--- config.mk ---
export PLATFORM = sky130hd
export DESIGN_NAME = qqspi_arbiter
export DESIGN_NICKNAME = d
export VERILOG_FILES = /design/src/rtl/qqspi_pkg.sv /design/src/rtl/qqspi_startup_timer.sv /design/src/rtl/qqspi_arbiter.sv
export SDC_FILE = /design/constraint.sdc
export NUM_CORES = 1
export LEC_CHECK = 0
export BUFFER_PORTS_ARGS = -buffer_cell sky130_fd_sc_hd__buf_2
export CELL_PAD_IN_SITES_DETAIL_PLACEMENT = 2
export CELL_PAD_IN_SITES_GLOBAL_PLACEMENT = 2
export CORE_ASPECT_RATIO = 1.75
export CORE_UTILIZATION = 26
export DETAILED_ROUTE_END_ITERATION = 6
export PLACE_DENSITY_LB_ADDON = 0.1
export SYNTH_ARGS = -nofsm -noshare
export SYNTH_HDL_FRONTEND = slang
export SYNTH_SLANG_ARGS = --single-unit
--- constraint.sdc ---
create_clock -name clk -period 2 [get_ports clk]
set_clock_uncertainty 0.15 [all_clocks]
set_input_delay 0.5 -clock clk [delete_from_list [all_inputs] [get_ports clk]]
set_output_delay 0.5 -clock clk [all_outputs]
set_load 0.005 [all_outputs]
--- src/rtl/qqspi_pkg.sv ---
// ----------------------------------------------------------------------------
// qqspi_pkg: shared widths and arbiter state encoding for the qqspi front end.
// Rev 1.0
// ----------------------------------------------------------------------------
`default_nettype none

package qqspi_pkg;

  localparam int ADDR_W = 23;
  localparam int DATA_W = 32;
  localparam int STRB_W = 4;

  typedef enum logic [1:0] {
    STARTUP = 2'd0,
    IDLE    = 2'd1,
    BUSY    = 2'd2,
    RELEASE = 2'd3
  } arb_state_e;

endpackage

`default_nettype wire

--- src/rtl/qqspi_startup_timer.sv ---
// ----------------------------------------------------------------------------
// qqspi_startup_timer: sticky flag raised STARTUP_CYCLES clocks after reset.
// Rev 1.0
// ----------------------------------------------------------------------------
`default_nettype none

module qqspi_startup_timer
  import qqspi_pkg::*;
#(
  parameter int STARTUP_CYCLES = 15000
) (
  input  logic clk,
  input  logic resetn,
  output logic done
);

  localparam int CNT_W = (STARTUP_CYCLES > 0) ? $clog2(STARTUP_CYCLES + 1) : 1;
  localparam logic [CNT_W-1:0] CNT_LAST = CNT_W'(STARTUP_CYCLES);

  logic [CNT_W-1:0] cnt_q;
  logic             done_q;

  // Counter freezes once done so it can never wrap and re-trigger.
  always_ff @(posedge clk or negedge resetn) begin
    if (!resetn) begin
      cnt_q  <= '0;
      done_q <= 1'b0;
    end else if (!done_q) begin
      if (cnt_q == CNT_LAST) begin
        done_q <= 1'b1;
      end else begin
        cnt_q <= cnt_q + CNT_W'(1);
      end
    end
  end

  assign done = done_q;

endmodule

`default_nettype wire

--- src/rtl/qqspi_arbiter.sv ---
// ----------------------------------------------------------------------------
// qqspi_arbiter: two-master arbiter/sequencer with power-up hold-off for qqspi.
// Rev 1.0
// ----------------------------------------------------------------------------
`default_nettype none

module qqspi_arbiter
  import qqspi_pkg::*;
#(
  parameter int STARTUP_CYCLES = 15000,
  parameter int ROUND_ROBIN    = 1
) (
  input  logic              clk,
  input  logic              resetn,
  input  logic              m0_valid,
  input  logic [ADDR_W-1:0] m0_addr,
  input  logic [DATA_W-1:0] m0_wdata,
  input  logic [STRB_W-1:0] m0_wstrb,
  output logic              m0_ready,
  output logic [DATA_W-1:0] m0_rdata,
  input  logic              m1_valid,
  input  logic [ADDR_W-1:0] m1_addr,
  input  logic [DATA_W-1:0] m1_wdata,
  input  logic [STRB_W-1:0] m1_wstrb,
  output logic              m1_ready,
  output logic [DATA_W-1:0] m1_rdata,
  output logic              s_valid,
  output logic [ADDR_W-1:0] s_addr,
  output logic [DATA_W-1:0] s_wdata,
  output logic [STRB_W-1:0] s_wstrb,
  input  logic              s_ready,
  input  logic [DATA_W-1:0] s_rdata,
  output logic              init_done
);

  arb_state_e        state_q, state_d;
  logic              timer_done;
  logic              req_any, win, both_pick, can_grant;
  logic              grant_q, grant_d, last_grant_q, last_grant_d;
  logic              s_valid_q, s_valid_d;
  logic [ADDR_W-1:0] s_addr_q, s_addr_d;
  logic [DATA_W-1:0] s_wdata_q, s_wdata_d;
  logic [STRB_W-1:0] s_wstrb_q, s_wstrb_d;
  logic              m0_ready_q, m0_ready_d, m1_ready_q, m1_ready_d;
  logic [DATA_W-1:0] m0_rdata_q, m0_rdata_d, m1_rdata_q, m1_rdata_d;

  qqspi_startup_timer #(
    .STARTUP_CYCLES(STARTUP_CYCLES)
  ) u_timer (
    .clk   (clk),
    .resetn(resetn),
    .done  (timer_done)
  );

  if (ROUND_ROBIN != 0) begin : g_rr
    assign both_pick = ~last_grant_q;
  end else begin : g_fixed
    assign both_pick = 1'b0;
  end

  assign req_any = m0_valid | m1_valid;
  assign win     = (m0_valid && m1_valid) ? both_pick : m1_valid;
  // The cycle the timer expires already behaves as IDLE, so the first grant
  // lands one clock after init_done rises.
  assign can_grant = (state_q == IDLE) || ((state_q == STARTUP) && timer_done);

  always_ff @(posedge clk or negedge resetn) begin
    if (!resetn) begin
      state_q <= STARTUP;
    end else begin
      state_q <= state_d;
    end
  end

  always_comb begin
    state_d = state_q;
    case (state_q)
      STARTUP: if (timer_done) state_d = req_any ? BUSY : IDLE;
      IDLE:    if (req_any)    state_d = BUSY;
      BUSY:    if (s_ready)    state_d = RELEASE;
      RELEASE: if (!s_ready)   state_d = IDLE;
      default:                 state_d = STARTUP;
    endcase
  end

  always_comb begin
    grant_d      = grant_q;
    last_grant_d = last_grant_q;
    s_valid_d    = s_valid_q;
    s_addr_d     = s_addr_q;
    s_wdata_d    = s_wdata_q;
    s_wstrb_d    = s_wstrb_q;
    m0_ready_d   = 1'b0;
    m1_ready_d   = 1'b0;
    m0_rdata_d   = m0_rdata_q;
    m1_rdata_d   = m1_rdata_q;
    if (can_grant && req_any) begin
      grant_d   = win;
      s_valid_d = 1'b1;
      s_addr_d  = win ? m1_addr  : m0_addr;
      s_wdata_d = win ? m1_wdata : m0_wdata;
      s_wstrb_d = win ? m1_wstrb : m0_wstrb;
    end
    if ((state_q == BUSY) && s_ready) begin
      s_valid_d    = 1'b0;
      last_grant_d = grant_q;
      if (grant_q) begin
        m1_ready_d = 1'b1;
        m1_rdata_d = s_rdata;
      end else begin
        m0_ready_d = 1'b1;
        m0_rdata_d = s_rdata;
      end
    end
  end

  always_ff @(posedge clk or negedge resetn) begin
    if (!resetn) begin
      grant_q      <= 1'b0;
      last_grant_q <= 1'b1;
      s_valid_q    <= 1'b0;
      s_addr_q     <= '0;
      s_wdata_q    <= '0;
      s_wstrb_q    <= '0;
      m0_ready_q   <= 1'b0;
      m1_ready_q   <= 1'b0;
      m0_rdata_q   <= '0;
      m1_rdata_q   <= '0;
    end else begin
      grant_q      <= grant_d;
      last_grant_q <= last_grant_d;
      s_valid_q    <= s_valid_d;
      s_addr_q     <= s_addr_d;
      s_wdata_q    <= s_wdata_d;
      s_wstrb_q    <= s_wstrb_d;
      m0_ready_q   <= m0_ready_d;
      m1_ready_q   <= m1_ready_d;
      m0_rdata_q   <= m0_rdata_d;
      m1_rdata_q   <= m1_rdata_d;
    end
  end

  assign s_valid   = s_valid_q;
  assign s_addr    = s_addr_q;
  assign s_wdata   = s_wdata_q;
  assign s_wstrb   = s_wstrb_q;
  assign m0_ready  = m0_ready_q;
  assign m1_ready  = m1_ready_q;
  assign m0_rdata  = m0_rdata_q;
  assign m1_rdata  = m1_rdata_q;
  assign init_done = timer_done;

endmodule

`default_nettype wire
==> key figures <==
Run status
  • Outcome: finished, final reports clean

Power and ir drop
  • Worst vdd ir: 0.573 mV
  • Leakage power: 4.60 nW
  • Pwr Density: 794 nW/um^2

Place
  • Worst slack, placed: 0.0605 ns
  • RD Place Congestion: 0.718
  • Placed cell count: 1052
  • Port bufs: 281
  • Placed cell areas: 7970 sq um
  • Hpwl dp: 15400 microns

Worst hold path
  • Worst hold path class: primary input to register

Floorplan
  • Width of the die: 118 microns
  • CORE AREA: 22800 sq um
  • DIE AREA: 24100 sq um
  • # IOs: 282
  • Initial Util: 26.7%
  • Die H: 205 microns
  • Row cnt: 73

Synth
  • Warnings from Yosys: 0
  • Number of synthesized flops with an enable pin: 0
  • Ys flop type: dfrtp_1
  • Synth Register Bits: 145
  • Register area share after synthesis: 59.5%
  • Number of library cell types mapped by synthesis: 32
  • Syn Area/Cell: 12.5 sq um
  • Ys async rst share: 100%
  • Yosys top cell area share: 59.1%
  • Area leader, netlist: dfrtp_1
  • Synth area leaders: dfrtp_1 59%, mux2_2 12%, mux2i_1 9.7%
  • Post-Syn Instances: 486
  • Mapped Area: 6100 sq um
  • Syn nets: 648

Finish
  • Most frequent cells in the layout: 280 x buf_2, 144 x dfrtp_1, 66 x mux2_2, 64 x nor2_1, 60 x a21oi_1
  • Filler cells: 2490
  • Multi-input gate area: 2370 sq um
  • Post-route insts no fill: 1086
  • Layout Nets: 935
  • Fin util: 37.6%
  • ANT cells: 0
  • Final instance area: 8580 sq um
  • Reg area: 3630 sq um
  • Synth-to-layout area growth: 40.7%
  • Most common cell after layout, fill and taps aside: buf_2
  • Share of layout cells above drive strength 1: 50.9%

Global route
  • Total gr overflow: 0
  • Largest net degree at the start of global routing: 61
  • Vias in the first global route: 5641
  • GRT Util Overall: 17.0%
  • Initial antenna violation count: 1
  • First-pass GRT wire length: 31000 microns

Detailed routing
  • Drt pass-1 iters: 4
  • 1st-iter DRT viols: 123
  • Antenna Violating Nets Remaining: 0
  • DRT Wirelength: 20200 microns
  • DR vias/cell: 4.53
  • Routed WL per cell: 18.6 microns
  • Remaining routing DRC violations: 0
  • Vias: 4921

Worst setup path
  • Max FO, Critical Path: 16
  • Startpoint Class: register
  • CP max stage delay: 0.41 ns
  • Largest delay share family, worst path: flip-flops
  • Cell Chain, Critical Path: inv_1, ha_2, nand2_2, nor2_4, clkbuf_16, mux2_2
  • Crit path buffers/inverters: 2
  • WP data required: 2.16 ns
  • Setup Crit Path Kind: register to register
  • Crit path arrival time: 2.07 ns
  • Critical path capture point type: register
  • CP max-delay cell: dfrtp_1

STA
  • Fmax achieved: 523 MHz
  • # setup viols final: 0
  • Worst-margin pin slew: 0.453 ns
  • Post-route setup slack: 0.0887 ns
  • Total negative slack: 0 ns
  • Max-slew violations: 0
  • Period utilisation layout: 95.6%
  • Slew Limit Headroom: 69.8%
  • Fin. Hold Viols: 0
  • Crit path time final: 1.91 ns
  • Setup repair after global routing missed its margin: no

CTS
  • Sink Count: 145
  • Clk Latency, worst-skew pair: 0.42 ns
  • Post-CTS setup repair buffer count: 0
  • Worst-path clk slew: 0.06 ns
  • CTS root buf: clkbuf_16
  • CTS max path bufs: 2
  • CTS tree: built
  • CTS HTree Levels: 4
  • Total clock buffers created by CTS: 17

Job
  • Max-cap viol count: 0
## per-stage QoR
stage | hold WS (ns) | power [mW]
finish | 0.170 | 6.82
global route | 0.150 | 7.12
CTS | 0.141 | 6.97
detailed placement | 0.232 | 3.83
global placement | 0.230 | 3.79
floorplan | 0.0544 | 3.37
## power breakdown
part | leakage, nW | switching, mW | internal [mW] | total [mW]
Combinational | 2.45 | 0.326 | 0.314 | 0.640
Clock | 0.268 | 1.24 | 1.83 | 3.07
Sequential | 1.88 | 0.0575 | 3.05 | 3.11
## per-layer routing
metal / track usage, % / part of all wire (%) / vias to the layer above
li1: - / - / 2261
met1: 15.6 / 32 / 2485
met2: 33.9 / 60 / 157
met3: 5.40 / 6.3 / 18
met4: 6.46 / 1.6 / 0
met5: 0 / 0 / -
## cells in the mapped netlist (2+ instances only)
cell and instances:
mux2_2 66, nand2_1 7, a21oi_1 60, clkbuf_1 13, xor2_1 3, dfrtp_1 144
xnor2_1 10, o21ai_0 4, buf_2 13, nor2_1 66, ha_1 7, inv_1 7
nand4_1 4, mux2i_1 59, nand3_2 2, nand3_1 5
## flip-flops by register name, indices dropped and copies added (netlist names)
| signal | flops |
|---|---|
| m0_ready | 1 |
| s_valid | 1 |
| u_timer.done | 1 |
| grant_q | 1 |
| s_wstrb | 4 |
| m1_ready | 1 |
| u_timer.cnt_q | 14 |
| m1_rdata | 32 |
| s_wdata | 32 |
| m0_rdata | 32 |
| state_q | 2 |
| last_grant_q | 1 |
| s_addr | 23 |
## path summary, 6_finish.rpt
check / from / to / slack, ns / depth (start not counted)
max: state_q[0] / m0_rdata[21] / 0.09 / 6
min: s_rdata[25] / m0_rdata[25] / 0.17 / 2
max reg2reg: state_q[0] / m0_rdata[21] / 0.09 / 6
min reg2reg: u_timer.cnt_q[4] / u_timer.cnt_q[4] / 0.32 / 1
max in group asynchronous: resetn / last_grant_q / 0.78 / 3
min in group asynchronous: resetn / s_wdata[9] / 0.36 / 2
## layout make-up
type | count | share of cell area, %
Sequential cell | 145 | 42.3
Inverter | 7 | 0.306
Tap cell | 300 | 4.37
Clock inverter | 10 | 1.31
Multi-Input combinational cell | 308 | 27.6
Timing Repair Buffer | 294 | 18.9
Clock buffer | 22 | 5.18
## logic make-up after synthesis
kind of cell | share of synthesized area [%]
DFF | 59.5
muxes | 21.9
and+or+nand+nor | 6.75
AOI/OAI and AO/OA | 6.26
buffers and inverters | 2.30
xor gates and xnor gates | 1.87
adders and majority gates | 1.44
## timing repair
| item | CTS | global route |
|---|---|---|
| hold buffers | 1 | 0 |
| setup endpoints to repair | 0 | 41 |
| gates resized for setup | 0 | 4 |
| hold endpoints to repair | 20 | 0 |
No activity file was read; power rests on OpenSTA's default activity.
